--- src/rtl/instr_fetch_unit_if.sv ---
// Fetch-stage bus: instruction RAM address/data plus the valid/ready
// handoff of decoded instructions to the control unit.
interface instr_fetch_unit_if #(
  parameter int ADDR_W  = 9,
  parameter int INSTR_W = 16,
  parameter int OPC_W   = 6
);
  localparam int OPR_W = INSTR_W - OPC_W;

  logic [ADDR_W-1:0]  address;
  logic [INSTR_W-1:0] instr_in;
  logic               ir_valid;
  logic               ir_ready;
  logic               branch_take;
  logic [OPC_W-1:0]   opcode;
  logic [OPR_W-1:0]   operand;
  logic [ADDR_W-1:0]  pc_out;

  modport master (
    output address, ir_valid, opcode, operand, pc_out,
    input  instr_in, ir_ready, branch_take
  );

  modport slave (
    input  address, ir_valid, opcode, operand, pc_out,
    output instr_in, ir_ready, branch_take
  );
endinterface

--- src/rtl/instr_fetch_unit.sv ---
// Instruction fetch stage: owns the PC, captures RAM words into IR and hands
// them over with valid/ready. FETCH_RETIRE_CNT_EN adds a retired-instruction counter.
module instr_fetch_unit #(
  parameter int ADDR_W     = 9,
  parameter int INSTR_W    = 16,
  parameter int OPC_W      = 6,
  parameter int INST_DEPTH = 166,
  parameter int START_ADDR = 0,
  parameter int NOP_OP     = 46
) (
  input  logic               clk,
  input  logic               rst_n,
  input  logic               start,
  instr_fetch_unit_if.master bus,
  output logic               halted,
  output logic               addr_err
`ifdef FETCH_RETIRE_CNT_EN
  , output logic [15:0]      retired_cnt
`endif
);

  localparam int OPR_W = INSTR_W - OPC_W;
  localparam logic [ADDR_W-1:0] START_PC = ADDR_W'(START_ADDR);
  localparam logic [ADDR_W-1:0] LAST_PC  = ADDR_W'(INST_DEPTH - 1);
  localparam logic [OPR_W-1:0]  DEPTH_OP = OPR_W'(INST_DEPTH);
  localparam logic [OPC_W-1:0]  NOP_OPC  = OPC_W'(NOP_OP);

  typedef enum logic [2:0] {
    S_IDLE,
    S_FETCH,
    S_WAIT,
    S_VALID,
    S_HALT
  } state_t;

  state_t             state_q, state_d;
  logic [ADDR_W-1:0]  pc_q, pc_d;
  logic [ADDR_W-1:0]  pc_out_q, pc_out_d;
  logic [INSTR_W-1:0] ir_q, ir_d;
  logic               halted_q, halted_d;
  logic               err_q, err_d;
  logic               handshake;
  logic [OPC_W-1:0]   ir_opc;
  logic [OPR_W-1:0]   ir_opr;
`ifdef FETCH_RETIRE_CNT_EN
  logic [15:0]        cnt_q, cnt_d;
`endif

  assign ir_opc = ir_q[INSTR_W-1:OPR_W];
  assign ir_opr = ir_q[OPR_W-1:0];

  always_ff @(posedge clk or negedge rst_n) begin
    if (!rst_n) begin
      state_q  <= S_IDLE;
      pc_q     <= '0;
      pc_out_q <= '0;
      ir_q     <= '0;
      halted_q <= 1'b0;
      err_q    <= 1'b0;
`ifdef FETCH_RETIRE_CNT_EN
      cnt_q    <= '0;
`endif
    end else begin
      state_q  <= state_d;
      pc_q     <= pc_d;
      pc_out_q <= pc_out_d;
      ir_q     <= ir_d;
      halted_q <= halted_d;
      err_q    <= err_d;
`ifdef FETCH_RETIRE_CNT_EN
      cnt_q    <= cnt_d;
`endif
    end
  end

  always_comb begin
    state_d   = state_q;
    pc_d      = pc_q;
    pc_out_d  = pc_out_q;
    ir_d      = ir_q;
    halted_d  = halted_q;
    err_d     = err_q;
    handshake = 1'b0;
`ifdef FETCH_RETIRE_CNT_EN
    cnt_d     = cnt_q;
`endif
    case (state_q)
      S_IDLE, S_HALT: begin
        if (start) begin
          state_d  = S_FETCH;
          pc_d     = START_PC;
          halted_d = 1'b0;
          err_d    = 1'b0;
`ifdef FETCH_RETIRE_CNT_EN
          cnt_d    = '0;
`endif
        end
      end
      S_FETCH: state_d = S_WAIT;
      S_WAIT: begin
        ir_d     = bus.instr_in;
        pc_out_d = pc_q;
        state_d  = S_VALID;
      end
      S_VALID: begin
        if (bus.ir_ready) begin
          handshake = 1'b1;
          // Priority: NOP halt, bad branch target, branch, end of memory, step.
          if (ir_opc == NOP_OPC) begin
            state_d  = S_HALT;
            halted_d = 1'b1;
          end else if (bus.branch_take) begin
            if (ir_opr >= DEPTH_OP) begin
              state_d  = S_HALT;
              halted_d = 1'b1;
              err_d    = 1'b1;
            end else begin
              pc_d    = ir_opr[ADDR_W-1:0];
              state_d = S_FETCH;
            end
          end else if (pc_q == LAST_PC) begin
            state_d  = S_HALT;
            halted_d = 1'b1;
            err_d    = 1'b1;
          end else begin
            pc_d    = pc_q + ADDR_W'(1);
            state_d = S_FETCH;
          end
        end
      end
      default: state_d = S_IDLE;
    endcase
`ifdef FETCH_RETIRE_CNT_EN
    if (handshake && (cnt_q != '1)) begin
      cnt_d = cnt_q + 16'd1;
    end
`endif
  end

  always_comb begin
    bus.ir_valid = (state_q == S_VALID);
  end

  assign bus.address = pc_q;
  assign bus.opcode  = ir_opc;
  assign bus.operand = ir_opr;
  assign bus.pc_out  = pc_out_q;
  assign halted      = halted_q;
  assign addr_err    = err_q;
`ifdef FETCH_RETIRE_CNT_EN
  assign retired_cnt = cnt_q;
`endif

endmodule

--- src/flat_wrapper.sv ---
// flat-port wrapper written by rule: the top's interface ports become plain ports
module instr_fetch_unit_flat 
#(
  parameter int ADDR_W     = 9,
  parameter int INSTR_W    = 16,
  parameter int OPC_W      = 6,
  parameter int INST_DEPTH = 166,
  parameter int START_ADDR = 0,
  parameter int NOP_OP     = 46
)
  (clk, rst_n, start, halted, addr_err, bus_address, bus_ir_valid, bus_opcode, bus_operand, bus_pc_out, bus_instr_in, bus_ir_ready, bus_branch_take);
  instr_fetch_unit_if #(.ADDR_W(ADDR_W), .INSTR_W(INSTR_W), .OPC_W(OPC_W)) bus_i ();
  input  logic clk;
  input  logic rst_n;
  input  logic start;
  output logic halted;
  output logic addr_err;
  output wire logic [$bits(bus_i.address)-1:0] bus_address;
  output wire logic [$bits(bus_i.ir_valid)-1:0] bus_ir_valid;
  output wire logic [$bits(bus_i.opcode)-1:0] bus_opcode;
  output wire logic [$bits(bus_i.operand)-1:0] bus_operand;
  output wire logic [$bits(bus_i.pc_out)-1:0] bus_pc_out;
  input wire logic [$bits(bus_i.instr_in)-1:0] bus_instr_in;
  input wire logic [$bits(bus_i.ir_ready)-1:0] bus_ir_ready;
  input wire logic [$bits(bus_i.branch_take)-1:0] bus_branch_take;
  assign bus_address = bus_i.address;
  assign bus_ir_valid = bus_i.ir_valid;
  assign bus_opcode = bus_i.opcode;
  assign bus_operand = bus_i.operand;
  assign bus_pc_out = bus_i.pc_out;
  assign bus_i.instr_in = bus_instr_in;
  assign bus_i.ir_ready = bus_ir_ready;
  assign bus_i.branch_take = bus_branch_take;
  instr_fetch_unit #(.ADDR_W(ADDR_W), .INSTR_W(INSTR_W), .OPC_W(OPC_W), .INST_DEPTH(INST_DEPTH), .START_ADDR(START_ADDR), .NOP_OP(NOP_OP)) u_core (.clk(clk), .rst_n(rst_n), .start(start), .bus(bus_i), .halted(halted), .addr_err(addr_err));
endmodule
--- config.mk ---
export PLATFORM = sky130hd
export DESIGN_NAME = instr_fetch_unit_flat
export DESIGN_NICKNAME = d
export VERILOG_FILES = /design/src/rtl/instr_fetch_unit_if.sv /design/src/rtl/instr_fetch_unit.sv /design/src/flat_wrapper.sv
export SDC_FILE = /design/constraint.sdc
export NUM_CORES = 1
export LEC_CHECK = 0
export CAP_MARGIN = 10
export CELL_PAD_IN_SITES_DETAIL_PLACEMENT = 1
export CELL_PAD_IN_SITES_GLOBAL_PLACEMENT = 2
export CORE_MARGIN = 3
export CORE_UTILIZATION = 31
export DETAILED_ROUTE_END_ITERATION = 16
export GPL_TIMING_DRIVEN = 0
export PLACE_DENSITY_LB_ADDON = 0.1
export SYNTH_ARGS = -nofsm -noshare
export SYNTH_HDL_FRONTEND = slang
export SYNTH_SLANG_ARGS = --single-unit
--- constraint.sdc ---
create_clock -name clk -period 4.6 [get_ports clk]
set_input_delay 0.69 -clock clk [delete_from_list [all_inputs] [get_ports clk]]
set_output_delay 0.69 -clock clk [all_outputs]
set_load 0.005 [all_outputs]
==> impl_summary.txt <==
----------------------------------------------------
[Clock tree]
  Insertion delay to the later sink of the worst-skew pair ... 0.29 ns
  CTS buffer count ... 5
  Depth of the CTS H-tree ... 2
  Clock-pin transition on the worst setup and hold timing paths ... 0.08 ns
  Setup bufs post-CTS ... 0
  Root buffer selected by CTS ... clkbuf_8
  CTS Hold Bufs ... 0
  CTS tree ... yes
  Number of gates given a new drive strength after cts ... 0
  Clock Tree Buf Depth ... 2
  Number of sinks driven by the clock tree ... 39

[Pwr]
  Net switching component of the power ... 637.3 µW
  Static leakage ... 1.091 nW
  Power share of the clock group ... 0.145
  Pwr per Cell Area ... 664.4 nW/µm²
  Largest voltage drop on the vdd net ... 0.2568 mV
  Relative contribution of sequential cells to total power ... 0.382
  Combinational power share ... 0.474
  Sum of internal, switching and leakage power ... 1.771 mW
  Switching part of the total power ... 0.3599
  Internal portion of total power ... 1.133 mW

[Setup path]
  Cell family with the largest share of critical-path delay ... buffers and inverters
  Setup slack of the worst register-to-register path ... 2.59 ns
  Slowest library cell on the worst path ... clkdlybuf4s50_1
  Data required time of the worst path ... 3.91 ns
  Arrival time at the worst endpoint ... 2.13 ns
  Launching element type of the critical path ... flop
  Crit path largest cell delay ... 0.61 ns
  Cell chain of the critical path ... nand3b_4 > clkinv_2 > clkbuf_1 > clkdlybuf4s50_1
  CP max FO ... 10
  Type of the worst setup path ... reg2out
  Crit. End Element ... output port
  Buf+Inv Stages, Crit Path ... 3

[Yosys]
  Count of cell types in the netlist ... 37
  Synthesized cell area ... 1909 µm²
  Cell type contributing the most total cell area after synthesis ... dfrtp_1
  Net count of the mapped netlist ... 182
  Number of flip-flops and latches in the synthesized netlist ... 39
  Share of synthesized area occupied by flip-flops and latches ... 0.5111
  Synth warnings ... 0
  Avg Inst Size Synth ... 12.01 µm²
  Area share of the largest cell type after synthesis ... 0.5111
  Synth area leaders ... dfrtp_1, mux2_2, mux2i_1, nand4_1, nand2_1
  Synth Instances ... 159

[Floorplan]
  Std-Cell Core Area ... 5743 µm²
  Die Wd ... 84.48 µm
  Y dimension of the die ... 84.48 µm
  Die outline area ... 7137 µm²
  IO Count ... 58
  Initial Utilization ... 0.3325
  Number of placement rows ... 27

[Routing]
  Number of nets with antenna violations after routing ... 0
  Routed len/inst ... 18.22 µm
  Remaining DRCs ... 0
  Total iterations of the first detailed-routing run ... 4
  Total detailed-routing wirelength ... 5392 µm
  Number of DRC markers in iteration 0 ... 43
  Total via count after detailed routing ... 1,566
  Vias per cell ... 5.291

[Global routing]
  Global-route usage over all layers ... 0.1602
  Maximum number of pins on one net before global-route repair ... 40
  Via count of the first global-routing pass ... 1,688
  First-pass GRT wire length ... 9004 µm
  Final global-route overflow total ... 0
  Initial antenna violation count ... 0

[Hold path]
  Hold Crit Class ... reg2reg

[Placed design]
  Post-placement worst setup slack ... 2.076 ns
  Detailed placer's ending HPWL ... 3934 µm
  Final weighted congestion of routability-driven global placement ... 0.7893
  Count of input and output buffers ... 57

[STA]
  Final number of hold-violating endpoints ... 0
  Final setup TNS ... 0 ns
  Worst setup skew after layout ... 0.007135 ns
  Fin Hold WS ... 0.4896 ns
  Setup repair after global routing missed its margin ... false
  Setup violators final ... 0
  Max-Slew Margin vs Limit ... 0.3911
  Tightest Pin Transition ... 0.9134 ns
  Final count of pins violating max slew ... 0
  Clock period minus worst slack ... 2.823 ns
  Final Cycle Share ... 0.6138
  Timing-limited maximum frequency ... 0.3542 GHz
  Worst-case setup margin in the final layout ... 1.777 ns

[Cells and area]
  Combined flip-flop and latch cell area ... 975.9 µm²
  Area overhead of the layout relative to synthesis ... 39.58%
  Commonest non-fill, non-tap cells in the layout ... clkdlybuf4s50_1, dfrtp_1, mux2_2, nand2_1
  Layout fillers ... 630
  Leading cell type in the layout, fill and taps excluded ... clkdlybuf4s50_1
  Fraction of layout instances using a drive strength above 1 ... 0.1964
  Nets@finish ... 246
  N_diodes ... 0
  Area occupied by multi-input gates ... 895.9 µm²

[Outcome]
  Status ... complete, no violations

[Flow run]
  Max_cap viols ... 0

----------------------------------------------------
cells in the mapped netlist:
cell	number
a32oi_1	1
nor3b_1	1
nor4bb_1	1
nor3_1	3
nor2b_1	1
o21ai_0	3
a32o_1	2
mux2i_1	9
nand2b_1	4
nor4_1	4
nand3_1	8
clkinv_2	1
buf_2	2
nor4b_1	1
xor2_1	2
o211ai_4	1
o21bai_1	1
ha_1	2
o211ai_1	2
clkbuf_1	3
o31ai_4	1
nor2_1	4
a21oi_2	1
nand3b_4	1
nand2_1	13
dfrtp_1	39
and3_1	1
inv_1	3
nor4_2	1
nand4_1	9
or2_1	1
mux2_2	25
nand4b_1	1
and4b_1	1
a21oi_1	3
or2_2	2
a221oi_2	1
registers in the layout, indices dropped and copies added (netlist names):
signal and count:
u_core.state_q 3, u_core.bus.pc_out 9, u_core.ir_q 16, u_core.halted 1, u_core.addr_err 1, u_core.bus.address 9
cell type report:
class | count | area share
plain buffers | 5 | 0.007981
clock buffers | 8 | 0.03756
inverters | 4 | 0.006103
multi-input cells | 111 | 0.3361
flip-flops and latches | 39 | 0.3662
well taps | 72 | 0.03380
repair buffers | 57 | 0.2122
power by group through the flow:
| stage | clock network (mW) | logic [mW] | registers (mW) |
|---|---|---|---|
| floorplan | 0 | 0.416 | 0.646 |
| global placement | 0 | 0.829 | 0.672 |
| detailed placement | 0 | 0.846 | 0.684 |
| CTS | 0.266 | 0.853 | 0.678 |
| global route | 0.280 | 0.911 | 0.709 |
| finish | 0.257 | 0.838 | 0.676 |
metrics by stage:
stage          area [µm²]  cells  utilization
6_report             2665    296       0.4641
5_1_grt              2665    296       0.4641
4_1_cts              2665    296       0.4641
3_5_place_dp         2565    288       0.4466
3_3_place_gp         2570    288       0.4475
2_1_floorplan        1909    159            -
metal layers:
| layer | vias to the layer above | global-route usage | wire length (µm) |
|---|---|---|---|
| met4 | 0 | 0.04604 | 65 |
| met1 | 798 | 0.2143 | 2523 |
| met2 | 44 | 0.2569 | 2577 |
| li1 | 719 | - | - |
| met3 | 5 | 0.04024 | 225 |
| met5 | - | 0 | 0 |
kinds of logic after synthesis:
family,after synthesis,share of synthesized area
compound gates,16,0.07732
xor+xnor,2,0.009176
fa+ha+maj,2,0.01310
buf+inv,9,0.01966
flops,39,0.5111
mux,34,0.1946
simple gates,57,0.1750
worst paths after layout:
| path | startpoint | end | cells after the start |
|---|---|---|---|
| worst max-delay path | u_core.state_q[2]$_DFFE_PN0P_ | bus_ir_valid | 4 |
| worst min-delay path | u_core.state_q[2]$_DFFE_PN0P_ | u_core.state_q[1]$_DFFE_PN0P_ | 1 |
| worst max register to register | u_core.bus.address[1]$_DFFE_PN0P_ | u_core.bus.address[5]$_DFFE_PN0P_ | 6 |
| worst min register to register | u_core.state_q[2]$_DFFE_PN0P_ | u_core.state_q[1]$_DFFE_PN0P_ | 1 |
| max in group asynchronous | rst_n | u_core.ir_q[9]$_DFFE_PN0P_ | 1 |
| min in group asynchronous | rst_n | u_core.ir_q[0]$_DFFE_PN0P_ | 1 |
worst register-to-register path, delay by kind of cell (launching register included):
family / cells / cell delay [ns]
and+or+nand+nor: 2 / 0.33
DFF: 1 / 0.47
muxes: 1 / 0.26
AOI/OAI and AO/OA: 1 / 0.57
adders and majority gates: 1 / 0.18
buffers and inverters: 1 / 0.08
No activity file was read; power rests on OpenSTA's default activity.
